## src/rtl/tff_seq_pkg.sv

```systemverilog
// Shared op codes and sequencer state encoding for the T flip-flop bank sequencer.
package tff_seq_pkg;

    localparam int STATE_W = 2;

    localparam logic [1:0] OP_CLEAR = 2'b00;
    localparam logic [1:0] OP_LOAD  = 2'b01;
    localparam logic [1:0] OP_UP    = 2'b10;
    localparam logic [1:0] OP_DN    = 2'b11;

    typedef enum logic [STATE_W-1:0] {
        ST_IDLE   = 2'd0,
        ST_APPLY  = 2'd1,
        ST_STEP   = 2'd2,
        ST_FINISH = 2'd3
    } state_e;

endpackage

```

## src/rtl/tff_cell.sv

```systemverilog
// Single T flip-flop: toggles when t is high, synchronous active-high reset to 0.
module tff_cell (
    input  logic clk,
    input  logic rst,
    input  logic t,
    output logic q
);

    logic q_q;
    logic q_d;

    always_comb begin
        q_d = q_q ^ t;
    end

    always_ff @(posedge clk) begin
        if (rst) begin
            q_q <= 1'b0;
        end else begin
            q_q <= q_d;
        end
    end

    assign q = q_q;

endmodule

```

## src/rtl/tff_bank_sequencer.sv

```systemverilog
// Command sequencer driving a bank of WIDTH T flip-flops as a loadable up/down counter.
// Optional build macro TFF_SATURATE_EN: counting stops at the limits instead of wrapping.
//
// Handshake: a command is taken on a rising edge where cmd_valid && cmd_ready; cmd_ready is
// high only in IDLE (and never while rst is high), cmd_* are sampled only on that edge, and
// cmd_valid at any other time is ignored rather than queued.
module tff_bank_sequencer
    import tff_seq_pkg::*;
#(
    parameter int WIDTH = 4,
    parameter int LEN_W = 8
) (
    input  logic             clk,
    input  logic             rst,
    input  logic             cmd_valid,
    output logic             cmd_ready,
    input  logic [1:0]       cmd_op,
    input  logic [WIDTH-1:0] cmd_data,
    input  logic [LEN_W-1:0] cmd_len,
    output logic [WIDTH-1:0] t_vec,
    output logic [WIDTH-1:0] q,
    output logic             busy,
    output logic             done,
    output logic             wrapped
);

    state_e           state_q, state_d;
    logic [1:0]       op_q, op_d;
    logic [WIDTH-1:0] target_q, target_d;
    logic [LEN_W-1:0] rem_q, rem_d;
    logic             wrapped_q, wrapped_d;

    logic [WIDTH-1:0] t_raw;
    logic [WIDTH-1:0] up_t, dn_t;
    logic             up_run, dn_run;
    logic             at_limit;

    assign cmd_ready = (state_q == ST_IDLE) && !rst;

    always_comb begin
        // Running prefix AND / NOR; after the loop they flag all-ones and zero.
        up_run = 1'b1;
        dn_run = 1'b1;
        up_t   = '0;
        dn_t   = '0;
        for (int i = 0; i < WIDTH; i++) begin
            up_t[i] = up_run;
            dn_t[i] = dn_run;
            up_run  = up_run & q[i];
            dn_run  = dn_run & ~q[i];
        end
        at_limit = (op_q == OP_UP) ? up_run : dn_run;
    end

    always_comb begin
        state_d   = state_q;
        op_d      = op_q;
        target_d  = target_q;
        rem_d     = rem_q;
        wrapped_d = 1'b0;
        t_raw     = '0;
        case (state_q)
            ST_IDLE: begin
                if (cmd_valid && cmd_ready) begin
                    op_d     = cmd_op;
                    target_d = (cmd_op == OP_LOAD) ? cmd_data : '0;
                    rem_d    = cmd_len;
                    if (cmd_op == OP_CLEAR || cmd_op == OP_LOAD) begin
                        state_d = ST_APPLY;
                    end else if (cmd_len == '0) begin
                        state_d = ST_FINISH;
                    end else begin
                        state_d = ST_STEP;
                    end
                end
            end
            ST_APPLY: begin
                t_raw   = q ^ target_q;
                state_d = ST_FINISH;
            end
            ST_STEP: begin
                t_raw = (op_q == OP_UP) ? up_t : dn_t;
`ifdef TFF_SATURATE_EN
                if (at_limit) begin
                    t_raw = '0;
                end
`endif
                wrapped_d = at_limit;
                rem_d     = rem_q - LEN_W'(1);
                if (rem_q == LEN_W'(1)) begin
                    state_d = ST_FINISH;
                end
            end
            ST_FINISH: begin
                state_d = ST_IDLE;
            end
            default: begin
                state_d = ST_IDLE;
            end
        endcase
    end

    always_ff @(posedge clk) begin
        if (rst) begin
            state_q   <= ST_IDLE;
            op_q      <= OP_CLEAR;
            target_q  <= '0;
            rem_q     <= '0;
            wrapped_q <= 1'b0;
        end else begin
            state_q   <= state_d;
            op_q      <= op_d;
            target_q  <= target_d;
            rem_q     <= rem_d;
            wrapped_q <= wrapped_d;
        end
    end

    assign t_vec   = rst ? '0 : t_raw;
    assign busy    = (state_q != ST_IDLE);
    assign done    = (state_q == ST_FINISH) && !rst;
    assign wrapped = wrapped_q;

    for (genvar i = 0; i < WIDTH; i++) begin : g_bank
        tff_cell u_cell (
            .clk (clk),
            .rst (rst),
            .t   (t_vec[i]),
            .q   (q[i])
        );
    end

endmodule

```

## config.mk

```make
export PLATFORM = sky130hd
export DESIGN_NAME = tff_bank_sequencer
export DESIGN_NICKNAME = d
export VERILOG_FILES = /design/src/rtl/tff_seq_pkg.sv /design/src/rtl/tff_cell.sv /design/src/rtl/tff_bank_sequencer.sv
export SDC_FILE = /design/constraint.sdc
export NUM_CORES = 1
export LEC_CHECK = 0
export CAP_MARGIN = 20
export CORE_MARGIN = 2
export CORE_UTILIZATION = 40
export DETAILED_ROUTE_END_ITERATION = 8
export HOLD_SLACK_MARGIN = 0.02
export SYNTH_ARGS = -nofsm -noshare
export SYNTH_HDL_FRONTEND = slang
export SYNTH_SLANG_ARGS = --single-unit
```

## constraint.sdc

```tcl
create_clock -name clk -period 2.5 [get_ports clk]
set_input_delay 0.25 -clock clk [delete_from_list [all_inputs] [get_ports clk]]
set_output_delay 0.25 -clock clk [all_outputs]
set_load 0.05 [all_outputs]
```

==> metrics.md <==
| Metric | Value |
|---|---|
| Status | `complete, no violations` |
| Io pins | `29` |
| Final core occ | `52.2%` |
| Post-CTS sizing | `0` |
| Die area | `4140 um2` |
| Synthesized flop and latch total | `21` |
| Max frequency | `0.434 GHz` |
| Register area share after synthesis | `28.9%` |
| H-tree depth | `1` |
| Clk slew on worst S/H paths | `120 ps` |
| IO Port Bufs | `28` |
| First-pass GRT wire length | `5830 um` |
| Gr usage total | `17.6%` |
| Routed wire length | `3330 um` |
| Max Root-Sink Buffers | `2` |
| Yosys warns | `0` |
| EDFF count, synth | `0` |
| Sink Count | `21` |
| Final net count | `222` |
| Hold Buf Count CTS | `0` |
| Final ANT Viol Nets | `0` |
| Final instance area | `1780 um2` |
| Clk root buf | `clkbuf_4` |
| Average cell area after synthesis | `8.13 um2` |
| Predominant post-synthesis flop cell | `dfxtp_1` |
| Setup TNS | `0 ps` |
| Post-synth ARST share | `0%` |
| CTS tree | `done` |
| Startpoint Class | `flip-flop` |
| Setup Skew | `3.80 ps` |
| Most common cell after layout, fill and taps aside | `clkdlybuf4s50_1` |
| Unrepaired setup endpoints after global routing | `false` |
| Unique cell type count in the Yosys netlist | `50` |
| Worst-margin pin slew | `495 ps` |
| Layout cell share with drive strength beyond 1 | `12.7%` |
| Leak | `0.000680 uW` |
| Met2 GRT Util | `27.5%` |
| Worst-path fanout max | `9` |
| # setup viols final | `0` |
| Most frequent cells in the layout | `22 x clkdlybuf4s50_1, 21 x dfxtp_1, 19 x nand2_1, 19 x a21oi_1` |
| WL per Instance | `13.7 um` |
| Hold Violations, Final | `0` |
| Initial antenna violation count | `0` |
| Cell count after synthesis | `179` |
| Arrival time at the worst endpoint | `2060 ps` |
| Die height | `64.3 um` |
| Area grow syn2layout | `22.5%` |
| Final Critical Period | `2310 ps` |
| Clk_lat worst skew | `310 ps` |
| Min-delay worst type | `reg -> reg` |
| Period utilization | `92.3%` |
| Grt total ovfl | `0` |
| Pre-antenna DRT Iters | `4` |
| Starting Density | `42.6%` |
| N_diodes | `0` |
| Met3 Track Usage GR | `2.46%` |
| Reg2Reg Setup Slack | `540 ps` |
| Largest net degree at the start of global routing | `16` |
| Slew headroom | `66.9%` |
| Cts bufs inserted | `3` |
| Post CTS Setup Buffer Count | `0` |
| Slew Viols, Final | `0` |
| Met1 usage | `24.7%` |
| Placer Congestion | `0.865` |
| Syn Std Cell Area | `1460 um2` |
| Rows | `21` |
| Dpl hpwl | `2590 um` |
| Total number of vias | `1330` |
| DP Area | `1760 um2` |
| Number of vias per cell | `5.47` |
| DRT iter0 DRCs | `81` |
| Max cap viols | `0` |
| DIE WIDTH | `64.3 um` |
| Crit path capture type | `output pin` |
| Core area | `3420 um2` |
| Peak VDD IR | `0.443 mV` |
| Required time worst endpoint | `2250 ps` |
| Net count after synthesis | `203` |
| Vias in the first global route | `1283` |
| GR peak layer | `met2` |
| DRC | `0` |
| Cell Pwr Density | `876 nW/um2` |
| CP Class | `reg -> out` |
==> path summary, 6_finish.rpt <==
path / cells after the start / to / from
hold / removal: 2 / target_q[0] / target_q[0]
hold reg to reg: 2 / target_q[0] / target_q[0]
setup / recovery: 6 / t_vec[3] / state_q[0]
setup reg to reg: 6 / rem_q[0] / state_q[0]
==> metal layers <==
layer | routed length, um | vias up
li1 | - | 671
met1 | 1670 | 620
met2 | 1490 | 32
met3 | 119 | 7
met4 | 58 | 0
met5 | 0 | -
==> worst max-delay path: stages, from the launching register on <==
cell,delay (ps)
dfxtp_1,350
inv_1,130
ha_1,340
nor4b_1,280
mux2i_1,190
a21oi_1,270
buf_12,180
==> power by group <==
group	switching [uW]	total (uW)	internal, uW	leakage, uW
Combinational	529	897	368	0.000494
Clock	109	172	62.4	0.0000150
Sequential	81.3	493	412	0.000171
Total	720	1560	843	0.000680
==> through the flow <==
step                      power (uW)  setup slack [ps]  cells  hold slack (ps)
after CTS                       1570               170    243              476
final                           1560               193    243              475
after global routing            1680              25.5    243              503
after floorplan                 1170               614    179              349
after detailed placement        1390               539    239              460
after global placement          1380               573    239              458
==> cell type report <==
| type | instances | area, um2 |
|---|---|---|
| fillers | 338 | 1630 |
| flip-flops and latches | 21 | 420 |
| well taps | 46 | 57.6 |
| inverters | 8 | 30.0 |
| repair buffers | 32 | 370 |
| clock buffers | 4 | 26.3 |
| multi-input cells | 132 | 878 |
==> synthesized netlist by cell type (2+ instances only) <==
| master | number | area (um2) |
|---|---|---|
| buf_6 | 2 | 22.5 |
| nand2b_1 | 3 | 18.8 |
| o311ai_1 | 2 | 17.5 |
| buf_4 | 8 | 60.1 |
| xor2_1 | 4 | 35.0 |
| a211oi_1 | 4 | 30.0 |
| nand3b_1 | 3 | 22.5 |
| ha_1 | 7 | 87.6 |
| dfxtp_1 | 21 | 420 |
| mux2i_1 | 3 | 30.0 |
| inv_1 | 7 | 26.3 |
| a311oi_1 | 2 | 17.5 |
| a21oi_1 | 19 | 95.1 |
| nand3_1 | 4 | 20.0 |
| nor4_1 | 3 | 18.8 |
| and4b_1 | 2 | 20.0 |
| nor2b_1 | 4 | 25.0 |
| or2_2 | 2 | 12.5 |
| nor3b_1 | 2 | 15.0 |
| or3_1 | 2 | 12.5 |
| a221oi_1 | 2 | 17.5 |
| o21ai_1 | 2 | 10.0 |
| clkbuf_1 | 6 | 22.5 |
| o21ai_0 | 11 | 55.1 |
| nor2_1 | 11 | 41.3 |
| nand2_1 | 19 | 71.3 |
==> flip-flops by register name, indices dropped and copies added (netlist names) <==
register	cells
g_bank.u_cell.q	4
op_q	2
rem_q	8
state_q	2
target_q	4
wrapped	1
==> cell families (layout without fill, tap and decap cells) <==
| group | Yosys count | count (layout) | share of synthesized area [%] |
|---|---|---|---|
| XOR/XNOR | 5 | 5 | 3.01 |
| flip-flops | 21 | 21 | 28.9 |
| buffers and inverters | 26 | 44 | 10.7 |
| AND/OR/NAND/NOR | 65 | 65 | 25.9 |
| adder cells (fa/ha/maj) | 7 | 7 | 6.02 |
| multiplexers | 3 | 3 | 2.06 |
| AO/OA/AOI/OAI | 52 | 52 | 23.4 |
No activity file was read; power rests on OpenSTA's default activity.
